===== src/rtl/mips_mc_pkg.sv =====
// Shared types and constants for the multicycle CPU memory port.
package mips_mc_pkg;

  typedef enum logic {
    IDLE = 1'b0,
    BUSY = 1'b1
  } mem_state_t;

  // Byte address bits below WORD_LSB are dropped; the memory is word addressed.
  localparam int unsigned WORD_LSB        = 2;
  localparam int unsigned TIMEOUT_DEFAULT = 16;

  function automatic int unsigned cnt_width(input int unsigned n);
    return (n < 2) ? 1 : $clog2(n);
  endfunction

endpackage


===== src/rtl/mem_timeout_cnt.sv =====
// Loadable up-counter with synchronous clear, enable and a terminal-count flag.
module mem_timeout_cnt #(
  parameter int unsigned WIDTH = 4,
  parameter int unsigned TERM  = 15
) (
  input  logic             i_clk,
  input  logic             i_reset,
  input  logic             i_clr,
  input  logic             i_load,
  input  logic [WIDTH-1:0] i_load_val,
  input  logic             i_en,
  output logic             o_tc
);

  localparam logic [WIDTH-1:0] TERM_VAL = WIDTH'(TERM);

  logic [WIDTH-1:0] r_cnt;

  always_ff @(posedge i_clk or negedge i_reset) begin
    if (!i_reset) begin
      r_cnt <= '0;
    end else if (i_clr) begin
      r_cnt <= '0;
    end else if (i_load) begin
      r_cnt <= i_load_val;
    end else if (i_en) begin
      r_cnt <= r_cnt + 1'b1;
    end
  end

  assign o_tc = (r_cnt == TERM_VAL);

endmodule


===== src/rtl/mem_port_unit.sv =====
// Memory port for the multicycle CPU: registered request/ready handshake to a
// variable-latency unified memory, IR/MDR holding registers and access timeout.
module mem_port_unit
  import mips_mc_pkg::*;
#(
  parameter int unsigned DW      = 32,
  parameter int unsigned AW      = 32,
  parameter int unsigned TIMEOUT = TIMEOUT_DEFAULT
) (
  input  logic             i_clk,
  input  logic             i_reset,
  input  logic [AW-1:0]    i_pc,
  input  logic [AW-1:0]    i_alu_out,
  input  logic [DW-1:0]    i_store_data,
  input  logic             i_iord,
  input  logic             i_memread,
  input  logic             i_memwrite,
  input  logic             i_ir_write,
  input  logic             i_err_clr,
  output logic             o_mem_req,
  output logic             o_mem_we,
  output logic [AW-3:0]    o_mem_addr,
  output logic [DW-1:0]    o_mem_wdata,
  input  logic [DW-1:0]    i_mem_rdata,
  input  logic             i_mem_ready,
  output logic [DW-1:0]    o_instr,
  output logic [DW-1:0]    o_mdr,
  output logic             o_stall,
  output logic             o_bus_err
);

  localparam int unsigned CW = cnt_width(TIMEOUT);

  mem_state_t r_state, w_state_d;
  logic [AW-3:0] r_addr;
  logic          r_we;
  logic [DW-1:0] r_wdata;
  logic          r_irw;
  logic [DW-1:0] r_instr;
  logic [DW-1:0] r_mdr;
  logic          r_err;

  logic          w_idle, w_busy, w_issue, w_proto_err, w_done, w_abort, w_tc;
  logic [AW-1:0] w_sel_addr;
  logic          w_unused_addr_lsb;

  assign w_idle      = (r_state == IDLE);
  assign w_busy      = (r_state == BUSY);
  assign w_issue     = w_idle & (i_memread ^ i_memwrite);
  assign w_proto_err = w_idle & i_memread & i_memwrite;
  assign w_done      = w_busy & i_mem_ready;
  // Ready in the terminal cycle still completes the access normally.
  assign w_abort     = w_busy & ~i_mem_ready & w_tc;
  assign w_sel_addr  = i_iord ? i_alu_out : i_pc;

  assign w_unused_addr_lsb = ^{i_pc[WORD_LSB-1:0], i_alu_out[WORD_LSB-1:0]};

  mem_timeout_cnt #(
    .WIDTH (CW),
    .TERM  (TIMEOUT - 1)
  ) u_timeout_cnt (
    .i_clk      (i_clk),
    .i_reset    (i_reset),
    .i_clr      (w_issue),
    .i_load     (1'b0),
    .i_load_val ('0),
    .i_en       (w_busy & ~i_mem_ready),
    .o_tc       (w_tc)
  );

  always_comb begin
    w_state_d = r_state;
    case (r_state)
      IDLE: if (w_issue) w_state_d = BUSY;
      BUSY: if (i_mem_ready || w_tc) w_state_d = IDLE;
      default: w_state_d = IDLE;
    endcase
  end

  always_ff @(posedge i_clk or negedge i_reset) begin
    if (!i_reset) begin
      r_state <= IDLE;
      r_addr  <= '0;
      r_we    <= 1'b0;
      r_wdata <= '0;
      r_irw   <= 1'b0;
      r_instr <= '0;
      r_mdr   <= '0;
      r_err   <= 1'b0;
    end else begin
      r_state <= w_state_d;
      if (w_issue) begin
        r_addr  <= w_sel_addr[AW-1:WORD_LSB];
        r_we    <= i_memwrite;
        r_wdata <= i_store_data;
        r_irw   <= i_ir_write;
      end
      if (w_done && !r_we) begin
        r_mdr <= i_mem_rdata;
        if (r_irw) r_instr <= i_mem_rdata;
      end
      if (w_proto_err || w_abort) begin
        r_err <= 1'b1;
      end else if (i_err_clr) begin
        r_err <= 1'b0;
      end
    end
  end

  assign o_mem_req   = w_busy;
  assign o_mem_we    = r_we;
  assign o_mem_addr  = r_addr;
  assign o_mem_wdata = r_wdata;
  assign o_instr     = r_instr;
  assign o_mdr       = r_mdr;
  assign o_bus_err   = r_err;
  assign o_stall     = w_issue | (w_busy & ~i_mem_ready & ~w_tc);

endmodule


===== config.mk =====
export PLATFORM = sky130hd
export DESIGN_NAME = mem_port_unit
export DESIGN_NICKNAME = d
export VERILOG_FILES = /design/src/rtl/mips_mc_pkg.sv /design/src/rtl/mem_timeout_cnt.sv /design/src/rtl/mem_port_unit.sv
export SDC_FILE = /design/constraint.sdc
export NUM_CORES = 1
export LEC_CHECK = 0
export CAP_MARGIN = 20
export CORE_MARGIN = 2
export CORE_UTILIZATION = 41
export CTS_CLUSTER_SIZE = 8
export DETAILED_ROUTE_END_ITERATION = 10
export PLACE_DENSITY_LB_ADDON = 0.15
export SLEW_MARGIN = 40
export SYNTH_ARGS = -nofsm -noshare
export SYNTH_HDL_FRONTEND = slang
export SYNTH_SLANG_ARGS = --single-unit

===== constraint.sdc =====
create_clock -name i_clk -period 1.5 [get_ports i_clk]
set_input_delay 0.225 -clock i_clk [delete_from_list [all_inputs] [get_ports i_clk]]
set_output_delay 0.225 -clock i_clk [all_outputs]
set_load 0.1 [all_outputs]

### Word level (Yosys, flattened, before mapping)

Index checks and enable logic that the tools add are counted.

* register bits: 134
* output and inout bits: 130
* logic and storage cells: 38

* bitwise logic cells: 12
* reductions and logical operators: 7
* eq/ne operators: 1
* add/subtract/negate cells: 1
* mux-type cells: 8

Operators with widths (count)
* $mux 32: 1
* $mux 4: 2
* $and 1x1->1: 7
* $add 4x1->4 const B: 1
* $eq 4x4->1 const B: 1
* $mux 1: 4
* $reduce_bool 2->1: 2
* $not 1->1: 3
* $logic_or 1x1->1: 2
* $pmux 1 s2: 1
* $reduce_and 2->1: 1
* $logic_and 1x1->1: 1
* $logic_not 1->1: 1
* $or 1x1->1: 1
* $xor 1x1->1: 1

### Logic depth before layout (Yosys ltp)

* depth in word-level cells: 5
* gate-level depth with buffers: 4

### Hierarchy

Synthesis repeated with hierarchy kept, for this count alone.

* cells, all modules: 340
* area total of the unflattened synthesis: 5441.5 um^2

By module, submodules not included
* mem_port_unit: area an instance 5210.0 um^2, cells each 317, instances 1, sequential area each 3253.1 um^2
* mem_timeout_cnt: area an instance 231.5 um^2, cells each 23, instances 1, sequential area each 100.1 um^2

### Worst setup path after synthesis

No wires, ideal clock.

* kind: register to output
* start: register r_state, in the netlist o_mem_req
* end: output o_stall
* buffers on the path: 1
* stages on the path, launching flop included: 4
* data arrival time: 2.218 ns
* path slack: -0.943 ns
* path through: dfrtp_1 -> buf_2 -> nor2b_1 -> a21o_1

* longest elaborated chain between the ends: 3
* elaborated cells on any way between the ends: 5

RTL lines
* start: declaration: RTL line mem_port_unit.sv:34 `mem_state_t r_state, w_state_d;`
* start signal: assignment: RTL line mem_port_unit.sv:91 `r_state <= w_state_d;`
* $and 1x1->1 or $not 1->1 (tied branches): RTL line mem_port_unit.sv:117, mem_port_unit.sv:47
* $and 1x1->1 (on tied branches): RTL line mem_port_unit.sv:117, mem_port_unit.sv:49
* $or 1x1->1 (*): RTL line mem_port_unit.sv:117 `assign o_stall = w_issue | (w_busy & ~i_mem_ready & ~w_tc);`
* end: declaration: RTL line mem_port_unit.sv:28 `output logic o_stall,`

Every way passes the cells marked *; elsewhere a longest branch is shown, timed or not.

### Final worst setup path

Ends and elaborated chain as after synthesis.

==> results.cfg <==
[synthesis]
synth_fa_ha_area_share_pct = 0.228
ys_seq_elements = 134
yosysWarnings = 0
synth.top_cell.area_share_pct = 61.2
ys_seq_area_share_pct = 61.2
yosysUniqueCellTypes = 25
synthFlopType = dfrtp_1
syn_nets = 471
synthCells = 334
synth-xor-area-share_pct = 0.479
synth_common_cells = 146 x mux2_2, 134 x dfrtp_1, 10 x mux2_4, 7 x buf_2, 7 x buf_6
yosysMostFrequentCell = mux2_2
synth-simple-area-share_pct = 1.92
synth_area_um2 = 5480
synth.area.top_cells = dfrtp_1 61%, mux2_2 30%, mux2_4 2.7%
synth_top_family_by_area = multiplexers
syn_area_per_cell_um2 = 16.4
synth-compound-area-share_pct = 0.708
muxShareOfSynthArea_pct = 33.1
yosys.area.top_type = dfrtp_1
synth_edf_count = 0
async_flop_share_pct = 100

[min_path]
min_to = o_mem_we$_DFFE_PN0P_
hold_depth = 3
hold_path.class = in -> reg
hp-start = i_memwrite

[setup_path]
slowest_delay_ns = 0.51
reg2reg_to = o_mem_addr[0]$_DFFE_PN0P_
path_delay_family = flip-flops
worst_ep_required_time_ns = 1.27
worstSetupPathType = reg -> out
crit_path_cell_trace = nor2b_4 > a21o_4 > buf_12
critPathMaxFanout = 4
r2r_cells = 5
r2r_slack_ns = -0.04
r2r_start = o_mem_req$_DFF_PN0_
crit_slowest_cell = dfrtp_4
worstPathArrival_ns = 1.45
setup.worst_path.end_class = primary output
worst-path-buf-inv = 1
critPathLaunchType = flop

[place]
place_hpwl_um = 11600
place_ws_ns = -0.407
place_congestion = 0.795
dp.cells = 779
port_buffers = 261

[clocking]
cts_buffers = 17
insertion_delay_ns = 0.42
cts-root-buf = clkbuf_16
cts_tree = done
cts_max_level = 4
cts.sinks = 134
clockBufferDepth = 2
cts.reportedPaths.clkPinSlew_ns = 0.06

[final_layout]
final_nets = 775
postLayoutCoreUtil_pct = 84.4
areaGrowthSynthToFinish_pct = 102
layout.area.seq_um2 = 3360
drive_above_1_share_pct = 56.8
num-fill-cells = 640
multiInputGateArea_um2 = 2290
final_cells = 828

[floorplanning]
ios = 266
fp.dieArea_um2 = 14300
die_x_um = 120
rows = 42
start_util_pct = 41.7
die-height_um = 120
core_area_um2 = 13100

[timing]
rsz0062_at_grt = yes
period_needed_ns = 1.68
skew_ns = 0.00708
post-route-period-util_pct = 112
max-slew-margin-rel_pct = 67.0
tightest_slew_ns = 0.496
drv_slew = 0
max_freq_mhz = 596
setup_ws_ns = -0.177
hold_viol = 0
setup-violations-final = 55

[run]
cap_violations = 0

[run_status]
violations = negative setup slack
status = finished with violations

[detailed_routing]
first_iter_violations = 130
vias = 4025
postRouteAntennaNets = 0
routedWlPerCell_um = 20.7
routed_wl_um = 17100
drc = 0
viasPerCell = 4.86
first_pass_iters = 4

[global_route]
grt_antenna_before_repair = 0
grt_pass1_vias = 4586
grt_pass1_wl_um = 25500
grt.total_usage_pct = 23.7
grt-ovfl-total = 0
grt_max_degree = 37
## routing by layer
layer  track usage (%)  share of wire (%)  vias up
met4              8.53                1.9        0
li1                  -                  -     1805
met5                 0                  0        -
met3              8.22                7.0       24
met1              26.4                 36     2035
met2              41.9                 55      161
## flip-flops by register name, indices dropped and copies added, names as in the netlist, 4 cells and up
register and count:
o_mdr 32, o_mem_wdata 32, o_instr 32, u_timeout_cnt.r_cnt 4, o_mem_addr 30
## worst max-delay path by stage
stage,startpoint,end,slack [ns],cells after the start
finish,o_mem_req$_DFF_PN0_,o_stall,-0.18,3
global placement,i_memwrite,o_mem_wdata[11]$_DFFE_PN0P_,-0.38,7
global route,u_timeout_cnt.r_cnt[0]$_DFFE_PN0P_,o_stall,-0.23,4
floorplan,o_mem_req$_DFF_PN0_,o_stall,-0.15,4
CTS,o_mem_req$_DFF_PN0_,o_stall,-0.18,3
detailed placement,i_memwrite,o_mem_wdata[22]$_DFFE_PN0P_,-0.41,7
## cell families (layout without fill, tap and decap cells)
logic type	Yosys count	in the layout
buffers and inverters	18	335
XOR/XNOR	3	3
AND/OR/NAND/NOR	14	14
multiplexers	158	158
other	0	1
adder cells (fa/ha/maj)	1	1
AO/OA/AOI/OAI	6	6
flip-flops	134	134
## metrics by stage
step | TNS, ns | area [um^2] | hold WS (ns)
after CTS | -0.750 | 10900 | 0.260
after global routing | -4.44 | 11100 | 0.308
after detailed placement | -28.48 | 10100 | 0.229
after floorplan | -9.65 | 5800 | -0.0706
final | -1.18 | 11100 | 0.319
after global placement | -27.44 | 10100 | 0.221
## worst min-delay path, stage by stage
cell and delay [ns]:
dlygate4sd2_1 0.23, buf_4 0.12, mux2_4 0.13
## what timing repair did
| action | 4_1_cts | 5_1_grt |
|---|---|---|
| hold buffers | 1 | 0 |
| buffers inserted | 5 | 3 |
| setup endpoints to repair | 2 | 72 |
| hold endpoints to repair | 31 | 0 |
| resized for setup | 10 | 7 |
| pin swaps | 3 | 2 |
| gates cloned | 0 | 7 |
## layout make-up
class	instances	area share, %
repair buffers	302	40.5
flip-flops and latches	134	30.3
multi-input cells	182	20.7
clock buffers	18	3.96
clock inverters	14	2.51
well taps	176	1.99
inverters	1	0.0339
diodes	1	0.0226
## layout by cell type, fill, tap and decap left out, types with 2 or more instances in the layout
| master | count |
|---|---|
| nor2_1 | 2 |
| dlygate4sd2_1 | 2 |
| nand3b_1 | 2 |
| dfrtp_1 | 132 |
| dfrtp_4 | 2 |
| buf_16 | 3 |
| mux2_2 | 81 |
| clkbuf_16 | 23 |
| buf_12 | 138 |
| nand2_1 | 2 |
| bufinv_16 | 8 |
| xnor2_1 | 2 |
| buf_4 | 23 |
| mux2_4 | 77 |
| clkdlybuf4s50_1 | 127 |
| a21oi_1 | 2 |
| clkinv_2 | 3 |
| clkinvlp_4 | 3 |
Power is not shown: default switching activity piles up to over one toggle a cycle in this logic, so the estimate is an artifact.
==> variant, RTL diff (same settings) <==
Change the parameter `AW` from 32 to 16.
--- a/src/rtl/mem_port_unit.sv
+++ b/src/rtl/mem_port_unit.sv
@@ -4,7 +4,7 @@
   import mips_mc_pkg::*;
 #(
   parameter int unsigned DW      = 32,
-  parameter int unsigned AW      = 32,
+  parameter int unsigned AW      = 16,
   parameter int unsigned TIMEOUT = TIMEOUT_DEFAULT
 ) (
   input  logic             i_clk,
Ports: changed (resized i_alu_out, i_pc and o_mem_addr); port bits go from 266 to 218. No check against the original RTL was run, so the function may have changed too.
==> variant against the unedited design <==
  * The flow still finishes with violations (negative setup slack)
  * Core utilization grew 0.67 points
  * Synthesized area down 15%
  * Sequential share of layout area up 1.5 points
  * Wire length is 19% lower
  * Sequential cell count is 16 lower
  * Final area down 16%
  * Setup slack better by 0.028 ns
Power is left out: the tool's default activity adds up to more than one toggle a clock period on the data nets, which glitch-free logic cannot reach.
==> variant: results (changes against the unedited design) <==
[run_status]
status=finished, violations left
failed_checks=negative setup slack

[placed_design]
place_congestion=0.773  ; -2.8%
dp_hpwl_um=9320  ; -20%
io_buffer_count=213  ; -18%

[layout]
drive_above_1_share_pct=56.3  ; -0.53 points
nFillCells=552  ; -14%
finalNonFillerCells=687  ; -17%

[detailed_routing]
drt_iter0_drc=72  ; -45%
met3_length_um=753  ; -37%
routed_via_density=4.94  ; +1.7%
wl_per_cell_um=20.2  ; -2.5%
wl_met2_um=7670  ; -19%
wl_met1_um=5240  ; -15%

[floorplan]
rows=38  ; -9.5%

[yosys]
synth_cell_types=24  ; -4.0%
synth_common_cells=mux2_2 (122), dfrtp_1 (118), buf_2 (7)
async_reset_ff_share_pct=100  ; unchanged
synth_xor_area_share_pct=0.565  ; +0.086 points
synth_compound_area_share_pct=0.834  ; +0.13 points
synth.avg_cell_area_um2=16.5  ; +0.43%
synthTopCellsByArea=dfrtp_1 (64%), mux2_2 (30%), mux2_1 (0.97%)
synth_mux_area_share_pct=30.5  ; -2.6 points

[clock_tree]
clk_latency_ns=0.40  ; -0.02 ns
clockBufferDepth=2  ; unchanged

[grt]
grt_max_degree=43  ; +16%
grt_pass1_vias=3807  ; -17%
grt_pass1_wl_um=21000  ; -18%
grt_use_met3_pct=7.57  ; -0.65 points

[setup_path]
critPathMaxFanout=3  ; -1
crit_arrival_ns=1.42  ; -0.03 ns
cpPeakStageDelay_ns=0.49  ; -0.02 ns

[timing]
layout_min_cycle_time_ns=1.65  ; -0.0279 ns
setup_viol=76  ; +38%
slew_headroom_pct=80.4  ; +13 points
skew_ns=0.00909  ; +0.00201 ns
fin_setup_tns_ns=-1.86  ; -0.674 ns
setup_ws_ns=-0.149  ; +0.0279 ns

variant: through the flow:
stage	util (%)	cell area (um^2)	worst slack [ns]
detailed placement	76.3	8350	-0.329
CTS	82.9	9070	-0.141
global placement	76.3	8350	-0.301
finish	85.0	9300	-0.149
global route	85.0	9300	-0.198
floorplan	-	4810	-0.152
variant: cell families (layout without fill, tap and decap cells):
group	Yosys count	count (layout)
buffers and inverters	14	279
AO/OA/AOI/OAI	6	6
XOR/XNOR	3	3
multiplexers	126	126
flip-flops	118	118
AND/OR/NAND/NOR	14	14
adder cells (fa/ha/maj)	1	1
variant: path summary, 6_finish.rpt:
| kind | slack, ns | from | end | cells past startpoint |
|---|---|---|---|---|
| max | -0.15 | o_mem_req$_DFF_PN0_ | o_stall | 4 |
| min | 0.27 | i_reset | o_mem_wdata[9]$_DFFE_PN0P_ | 2 |
| max reg2reg | -0.06 | o_mem_req$_DFF_PN0_ | o_mdr[14]$_DFFE_PN0P_ | 5 |
| min reg2reg | 0.57 | o_mem_wdata[15]$_DFFE_PN0P_ | o_mem_wdata[15]$_DFFE_PN0P_ | 1 |
| max in group asynchronous | 0.72 | i_reset | o_instr[1]$_DFFE_PN0P_ | 3 |
| min in group i_clk | 0.44 | i_store_data[15] | o_mem_wdata[15]$_DFFE_PN0P_ | 2 |
variant: repair_timing:
action	CTS	global route
hold buffers	1	0
pin swaps	3	2
buffers inserted	6	1
endpoints found under the setup margin	1	110
cloned	0	7
resized for setup	12	11
endpoints found under the hold margin	15	0
variant: cell type report:
cell class              count  area share (%)
flip-flops and latches    118            31.8
repair buffers            246            40.8
well taps                 140            1.88
clock buffers              20            4.80
multi-input cells         150            19.0
inverters                   1          0.0404
clock inverters            12            1.65
